$ cat src/rtl/usb_reg_bank.sv
// usb_reg_bank: register bank behind usb_if. Provides NUM_REGS host-writable control
// registers with one-cycle write strobes, a sticky write-1-to-clear status register,
// a device-to-host byte FIFO drained by host reads and an optional firmware ID string.
// Optional feature macro: USB_REGB_FWID_EN builds the 16-byte firmware ID ROM at
// FW_BASE..FW_BASE+15. When the macro is undefined that range reads 0x00.
module usb_reg_bank #(
    parameter int unsigned DATA_WIDTH = 8,
    parameter int unsigned ADDR_WIDTH = 8,
    parameter int unsigned NUM_REGS   = 16,
    parameter int unsigned FIFO_DEPTH = 16,
    parameter logic [ADDR_WIDTH-1:0] STATUS_ADDR = 8'hE0,
    parameter logic [ADDR_WIDTH-1:0] FIFO_ADDR   = 8'hE1,
    parameter logic [ADDR_WIDTH-1:0] FCNT_ADDR   = 8'hE2
`ifdef USB_REGB_FWID_EN
    ,
    parameter logic [ADDR_WIDTH-1:0] FW_BASE = 8'hF0,
    parameter logic [127:0]          FW_ID   = "WOKAR_REGB_2.000"
`endif
) (
    input  logic                           clk,
    input  logic                           rst,
    input  logic                           if_wr,
    input  logic                           if_rd,
    input  logic [ADDR_WIDTH-1:0]          if_addr,
    input  logic [DATA_WIDTH-1:0]          if_wdata,
    output logic [DATA_WIDTH-1:0]          if_rdata,
    output logic [NUM_REGS*DATA_WIDTH-1:0] reg_out,
    output logic [NUM_REGS-1:0]            wr_pulse,
    input  logic [6:0]                     status_in,
    input  logic [DATA_WIDTH-1:0]          fifo_wdata,
    input  logic                           fifo_wr,
    output logic                           fifo_full
);

    localparam int unsigned PW = $clog2(FIFO_DEPTH);
    localparam int unsigned CW = $clog2(FIFO_DEPTH + 1);

    logic [DATA_WIDTH-1:0] regs_q [NUM_REGS];
    logic [NUM_REGS-1:0]   wr_sel;
    logic [NUM_REGS-1:0]   wr_pulse_q;

    logic [DATA_WIDTH-1:0] status_q, status_d;
    logic                  ovf_now;

    logic [DATA_WIDTH-1:0] mem_q [FIFO_DEPTH];
    logic [PW-1:0]         wr_ptr_q, rd_ptr_q;
    logic [CW-1:0]         count_q, count_d;
    logic                  full_q;
    logic                  push, pop;

    // Decode control-register writes to a one-hot select.
    always_comb begin
        wr_sel = '0;
        for (int i = 0; i < NUM_REGS; i++) begin
            wr_sel[i] = if_wr && (if_addr == ADDR_WIDTH'(i));
        end
    end

    // Control registers and their write strobes; the strobe lines up with the new value.
    always_ff @(posedge clk) begin
        if (rst) begin
            for (int i = 0; i < NUM_REGS; i++) begin
                regs_q[i] <= '0;
            end
            wr_pulse_q <= '0;
        end else begin
            for (int i = 0; i < NUM_REGS; i++) begin
                if (wr_sel[i]) begin
                    regs_q[i] <= if_wdata;
                end
            end
            wr_pulse_q <= wr_sel;
        end
    end

    // Flatten the register array onto the output bus.
    always_comb begin
        for (int i = 0; i < NUM_REGS; i++) begin
            reg_out[DATA_WIDTH*i +: DATA_WIDTH] = regs_q[i];
        end
    end

    assign wr_pulse = wr_pulse_q;

    // FIFO handshake: a push while full is dropped even if a pop happens in the same cycle.
    always_comb begin
        push    = fifo_wr && !full_q;
        ovf_now = fifo_wr && full_q;
        pop     = if_rd && (if_addr == FIFO_ADDR) && (count_q != '0);
        count_d = count_q;
        if (push && !pop) begin
            count_d = count_q + 1'b1;
        end else if (pop && !push) begin
            count_d = count_q - 1'b1;
        end
    end

    // FIFO storage, pointers, occupancy and registered full flag.
    always_ff @(posedge clk) begin
        if (rst) begin
            wr_ptr_q <= '0;
            rd_ptr_q <= '0;
            count_q  <= '0;
            full_q   <= 1'b0;
        end else begin
            if (push) begin
                mem_q[wr_ptr_q] <= fifo_wdata;
                wr_ptr_q        <= wr_ptr_q + 1'b1;
            end
            if (pop) begin
                rd_ptr_q <= rd_ptr_q + 1'b1;
            end
            count_q <= count_d;
            full_q  <= (count_d == CW'(FIFO_DEPTH));
        end
    end

    assign fifo_full = full_q;

    // Sticky status next state; new events win over a host clear in the same cycle.
    always_comb begin
        status_d = status_q;
        if (if_wr && (if_addr == STATUS_ADDR)) begin
            status_d = status_q & ~if_wdata;
        end
        status_d = status_d | {ovf_now, status_in};
    end

    // Status register.
    always_ff @(posedge clk) begin
        if (rst) begin
            status_q <= '0;
        end else begin
            status_q <= status_d;
        end
    end

`ifdef USB_REGB_FWID_EN
    logic [ADDR_WIDTH-1:0] fw_off;
    assign fw_off = if_addr - FW_BASE;
`endif

    // Read mux, purely combinational from the address.
    always_comb begin
        if_rdata = '0;
        for (int i = 0; i < NUM_REGS; i++) begin
            if (if_addr == ADDR_WIDTH'(i)) begin
                if_rdata = regs_q[i];
            end
        end
        if (if_addr == STATUS_ADDR) begin
            if_rdata = status_q;
        end
        if (if_addr == FIFO_ADDR) begin
            if_rdata = (count_q != '0) ? mem_q[rd_ptr_q] : '0;
        end
        if (if_addr == FCNT_ADDR) begin
            if_rdata = DATA_WIDTH'(count_q);
        end
`ifdef USB_REGB_FWID_EN
        // Leftmost character of the string sits at FW_BASE.
        if (fw_off < ADDR_WIDTH'(16)) begin
            if_rdata = FW_ID[8*(15 - int'(fw_off)) +: 8];
        end
`endif
    end

endmodule

$ cat config.mk
export PLATFORM = sky130hd
export DESIGN_NAME = usb_reg_bank
export DESIGN_NICKNAME = d
export VERILOG_FILES = /design/src/rtl/usb_reg_bank.sv
export SDC_FILE = /design/constraint.sdc
export NUM_CORES = 1
export LEC_CHECK = 0
export BUFFER_PORTS_ARGS = -buffer_cell sky130_fd_sc_hd__buf_2
export CORE_MARGIN = 2
export CORE_UTILIZATION = 30
export CTS_BUF_LIST = sky130_fd_sc_hd__clkbuf_4 sky130_fd_sc_hd__clkbuf_8
export CTS_CLUSTER_DIAMETER = 100
export DETAILED_ROUTE_END_ITERATION = 10
export GPL_TIMING_DRIVEN = 0
export PLACE_DENSITY_LB_ADDON = 0.3
export SYNTH_ARGS = -nofsm -noshare
export SYNTH_HDL_FRONTEND = slang
export SYNTH_SLANG_ARGS = --single-unit
$ cat constraint.sdc
create_clock -name clk -period 3 [get_ports clk]
set_input_delay 0.3 -clock clk [delete_from_list [all_inputs] [get_ports clk]]
set_output_delay 0.3 -clock clk [all_outputs]
set_load 0.1 [all_outputs]
* Yosys cells after proc, flatten, opt, wreduce, memory -nomap -nowiden
Memory sizes are Yosys's and may differ from the RTL's. A register that Yosys moved wholly into a read port is not among the register bits. Index checks and enable logic that the tools add are counted.
Cells by class: add/sub/neg operators 4, multipliers 0, divide/modulo/power cells 0, $lt $le $gt $ge 0, equal/unequal tests 19, shifts and indexed selects 0, mux-type cells 94, bitwise operators 19, reduce and logical (&&, ||, !) cells 28
Operator list (number):
- $mux W8 | 37
- $eq A8 B4 Y1 const B | 8
- $mux W1 | 53
- $eq A8 B3 Y1 const B | 4
- $eq A8 B8 Y1 const B | 3
- $logic_and A1 B1 Y1 | 23
- $eq A8 B2 Y1 const B | 2
- $or A1 B1 Y1 | 16
- $mux W5 | 2
- $add A4 B1 Y4 const B | 2
- $and A8 B8 Y8 | 1
- $eq A8 B1 Y1 const B | 1
- $logic_not A8 Y1 | 1
- $mux W4 | 2
- $not A8 Y8 | 1
- $or A8 B8 Y8 | 1
- $add A5 B1 Y5 const B | 1
- $eq A5 B5 Y1 const B | 1
- $reduce_bool A5 Y1 | 1
- $sub A5 B1 Y5 const B | 1
- $logic_not A1 Y1 | 3
Storage, ports and cells: register bits 38, latch bits 0, memory bits (writable) 256, ROM bits 0, bits of input ports 36, output and inout bits 153, logic and storage cells 172, memories 2
Memory list:
- mem_q | words 16, width 8, read ports 1, clocked after memory_dff 1, write ports 1, RTL line 45 | logic [DATA_WIDTH-1:0] mem_q [FIFO_DEPTH];
- regs_q | words 16, width 8, read ports 16, clocked after memory_dff 0, write ports 16, RTL line 38 | logic [DATA_WIDTH-1:0] regs_q [NUM_REGS];

* Longest topological paths before layout
word-level depth 20, mapped depth 10, mapped depth without buffers 8

* Worst setup path before layout
Ideal clock, no wire load.
path kind input port to output port, start point input if_addr[4], end point output if_rdata[7], arrival time 3.954 ns, slack -1.254 ns, stages 8, buffers on the path 2, path through or4_1 clkbuf_1 nor2_1 clkbuf_1 o211ai_1 o211ai_1 a31oi_1 a221oi_1
On the way: cells in the longest elaborated chain, start to end 20, elaborated cells on any way between the ends 38
Ends and longest elaborated chain:
- start, declared | RTL line 24 | input logic [ADDR_WIDTH-1:0] if_addr,
- $logic_not A8 Y1 | RTL line 147 | if (if_addr == ADDR_WIDTH'(i)) begin
- $mux W8 (16 in a row) | RTL line 147
- $mux W8 | RTL line 151 | if (if_addr == STATUS_ADDR) begin
- $mux W8 | RTL line 154 | if (if_addr == FIFO_ADDR) begin
- $mux W8 * | RTL line 157 | if (if_addr == FCNT_ADDR) begin
- end, declared | RTL line 26 | output logic [DATA_WIDTH-1:0] if_rdata,
Every way passes the cells marked *; elsewhere a longest branch is shown, timed or not.

==> impl_metrics.py <==
metrics = {
    "critical_path": {
        "critPathTopFamily": "compound AO/OA/AOI/OAI gates",
        "critPathMaxFanout": 2,
        "worstRegToRegCells": 9,
        "critPathMostFrequentCell": "a31oi_1",
        "r2r_start": "count_q[1]",
        "crit_path_end_kind": "output port",
        "reg2reg_to": "fifo_full",
        "crit_path_max_incr_delay_ns": 0.45,
        "r2r_slack_ns": 0.42,
        "cp.required_ns": 2.70,
        "crit_slowest_cell": "a221o_2",
        "path_class": "reg -> out",
        "crit_buf_inv": 1,
        "start_kind": "flop",
        "crit_chain": "mux2_2 > a31oi_1 > o21ai_0 > a31oi_1 > o211ai_1 > a221o_2 > buf_12",
        "cp_data_arrival_time_ns": 2.81,
    },
    "detailed_routing": {
        "routedWlPerCell_um": 25.0,
        "ant_nets": 0,
        "drt_wl_total_mm": 44.7,
        "route.detailed.drc": 0,
        "drt_iter0_markers": 1036,
        "dr.pass1.iters": 8,
        "vias_per_cell": 5.34,
        "num_vias": 9529,
    },
    "outcome": {
        "violations": "setup timing",
        "status": "finished, violations left",
    },
    "floorplanning": {
        "num_rows": 75,
        "coreArea_mm2": 0.0419,
        "dieHeight_um": 210,
        "die_w_um": 210,
        "fp.dieArea_mm2": 0.0442,
        "num_io_pins": 189,
        "initial_core_util_pct": 30.4,
    },
    "place": {
        "dp_cells": 1668,
        "io_buffers": 186,
        "hpwl_mm": 32.0,
        "place_ws_ns": -0.745,
        "gp_congestion": 0.943,
    },
    "clocking": {
        "root_buffer": "clkbuf_8",
        "htree_levels": 2,
        "cts.path.max_buffers": 3,
        "cts_buffers": 50,
        "cts_tree": "yes",
        "clk_pin_slew_ns": 0.06,
        "clock_latency_ns": 0.60,
        "clock_sinks": 298,
    },
    "logic_synthesis": {
        "syn_inst": 943,
        "synth_cell_types": 67,
        "synth.avg_cell_area_um2": 13.5,
        "synth-edff-count": 256,
        "yosys_warnings": 0,
        "seq_area_frac_synth_pct": 66.9,
        "synth_top_area_share_pct": 60.3,
        "syn_area_mm2": 0.0128,
        "synth_area_leaders": "edfxtp_1, dfxtp_1, mux4_2, nor2_1, mux2i_1",
        "synthAdderAreaFrac_pct": 0.687,
        "synthFlopType": "edfxtp_1",
        "synthMuxAreaShare_pct": 9.21,
        "synthArstFlopShare_pct": 0,
        "synth_top_family_by_area": "simple AND/OR/NAND/NOR gates",
        "syn_nets": 986,
        "synthSimpleGateAreaFrac_pct": 11.5,
        "yosys.area_share.xor_xnor_pct": 0.549,
        "synth-seq-cells": 298,
        "synth_compound_area_share_pct": 8.35,
        "synth_top_area_cell": "edfxtp_1",
    },
    "timing": {
        "period_share_pct": 104,
        "maxSlewViolCount": 0,
        "holdWs_ns": 0.0597,
        "rsz0062_at_grt": "yes",
        "finalSetupViolations": 6,
        "worst_pin_slew_ns": 1.05,
        "relSlewSlack_pct": 29.7,
        "clock_skew_ns": 0.00808,
        "fmax_ghz": 0.321,
        "finalHoldViolations": 0,
        "layout_min_cycle_time_ns": 3.11,
        "fin_ws_ns": -0.111,
    },
    "finish": {
        "final_nets": 1243,
        "fin_util_pct": 38.6,
        "drive_above_1_share_pct": 34.7,
        "stdcell_count": 1785,
        "syn_to_final_growth_pct": 26.9,
    },
    "min_path": {
        "hold_end": "status_q[7]",
        "hold_start": "if_wdata[7]",
        "hold_depth": 4,
        "worstHoldPathType": "in -> reg",
    },
    "global_routing": {
        "track_usage_pct": 19.9,
        "antenna_found_initial": 4,
        "grt_pass1_vias": 9339,
        "grt_pass1_wl_mm": 63.7,
        "grt_overflow_total": 0,
        "grt_start_max_net_pins": 17,
    },
    "power": {
        "vdd_drop_max_v": 0.000292,
        "power.density_mw_per_mm2": 632,
        "p_leak_nw": 5.78,
    },
    "flow_run": {
        "maxCapViolations": 0,
    },
}
[metrics by stage]
stage	area [um^2]	setup TNS (ns)	power, mW
after floorplan	12800	-0.288	5.94
after global placement	14400	-9.16	6.34
after detailed placement	14400	-9.24	6.34
after CTS	16000	-0.720	10.3
after global routing	16200	-0.831	10.5
final	16200	-0.390	10.2
[Yosys cell counts, types with 4 or more instances]
library cell  instances
inv_1                22
a31oi_1               7
a31o_2                7
o22ai_1              10
nor2_1              158
edfxtp_1            256
ha_1                  7
nand2_1              50
mux2i_1              24
clkbuf_1             40
dfxtp_1              42
nand2b_1             28
a22oi_1               9
a32oi_1               8
o221ai_1              5
a32o_1                4
nor3_1               10
nor2b_1              15
nand3_1              25
xor2_1                4
a21oi_1              37
mux2_2               11
o211ai_1              7
a211oi_1              7
or3_1                 4
o21ai_0              35
mux4_2               36
buf_1                 4
xnor2_1               4
buf_2                13
[what timing repair did]
action	in CTS	in global routing
hold endpoints to repair	8	0
pin swaps	12	15
gates cloned	2	0
setup endpoints to repair	8	8
resized for setup	98	42
hold buffers	9	0
setup buffers	6	6
[placed cells by master, fill, tap and decap left out, types with 6 or more instances in the layout]
master / instances
buf_4: 16
ha_1: 6
mux4_2: 36
nor2_1: 157
a31o_2: 7
clkbuf_2: 10
dfxtp_1: 38
clkbuf_1: 25
nand2_1: 49
a22oi_1: 7
a32oi_1: 6
inv_1: 21
mux2_2: 10
clkbuf_8: 60
edfxtp_1: 256
clkbuf_4: 25
nand3_1: 21
o21ai_0: 33
o211ai_1: 7
o22ai_1: 6
nor2b_1: 13
a31oi_1: 6
dlygate4sd3_1: 9
buf_12: 12
mux2i_1: 23
nand2b_1: 28
buf_2: 184
a21oi_1: 33
[per-layer routing]
layer | track usage (%) | vias up | wire length (um)
met4 | 7.53 | 2 | 1540
met5 | 0 | - | 13
li1 | - | 4094 | -
met3 | 5.01 | 99 | 4260
met2 | 30.9 | 590 | 20400
met1 | 26.9 | 4744 | 18500
[kinds of logic (layout without fill, tap and decap cells)]
| kind of cell | after synthesis | count (layout) |
|---|---|---|
| other | 0 | 4 |
| XOR/XNOR | 8 | 8 |
| adder cells (fa/ha/maj) | 7 | 7 |
| AND/OR/NAND/NOR | 317 | 317 |
| multiplexers | 71 | 71 |
| flip-flops | 298 | 298 |
| AO/OA/AOI/OAI | 158 | 158 |
| buffers and inverters | 84 | 383 |
[area by class of cell]
cell class	instances	area, um^2
fillers	3982	25800
flip-flops and latches	298	8540
multi-input cells	561	4150
repair buffers	207	1240
clock buffers	78	936
well taps	539	674
plain buffers	60	387
clock inverters	16	158
inverters	22	82.6
diodes	4	10.0
[worst min-delay path, cell delays in order]
cell and delay [ns]:
buf_2 0.11, nand2_1 0.08, a22oi_1 0.07, nor2_1 0.07
[worst max path at each step]
stage / start / end / slack (ns) / cells after the start
finish: regs_q[0][17] / if_rdata[1] / -0.11 / 7
global route: flop / if_rdata[1] / -0.15 / 7
CTS: flop / if_rdata[2] / -0.14 / 7
detailed placement: if_addr[1] / if_rdata[0] / -0.75 / 10
global placement: if_addr[1] / if_rdata[5] / -0.81 / 8
floorplan: if_addr[4] / if_rdata[7] / -0.29 / 8
[report_power, final]
| part | internal (mW) | switching [mW] | total (mW) | leakage (nW) |
|---|---|---|---|---|
| registers | 4.64 | 0.127 | 4.77 | 2.72 |
| clock network | 2.18 | 1.72 | 3.90 | 0.576 |
| logic | 0.269 | 1.29 | 1.56 | 2.49 |
[flip-flops by register name, indices dropped and copies added (netlist names), named ones only]
signal,flops
rd_ptr_q,4
status_q,8
wr_pulse,16
mem_q,128
regs_q,128
count_q,5
fifo_full,1
wr_ptr_q,4
(Power assumes the default switching activity.)
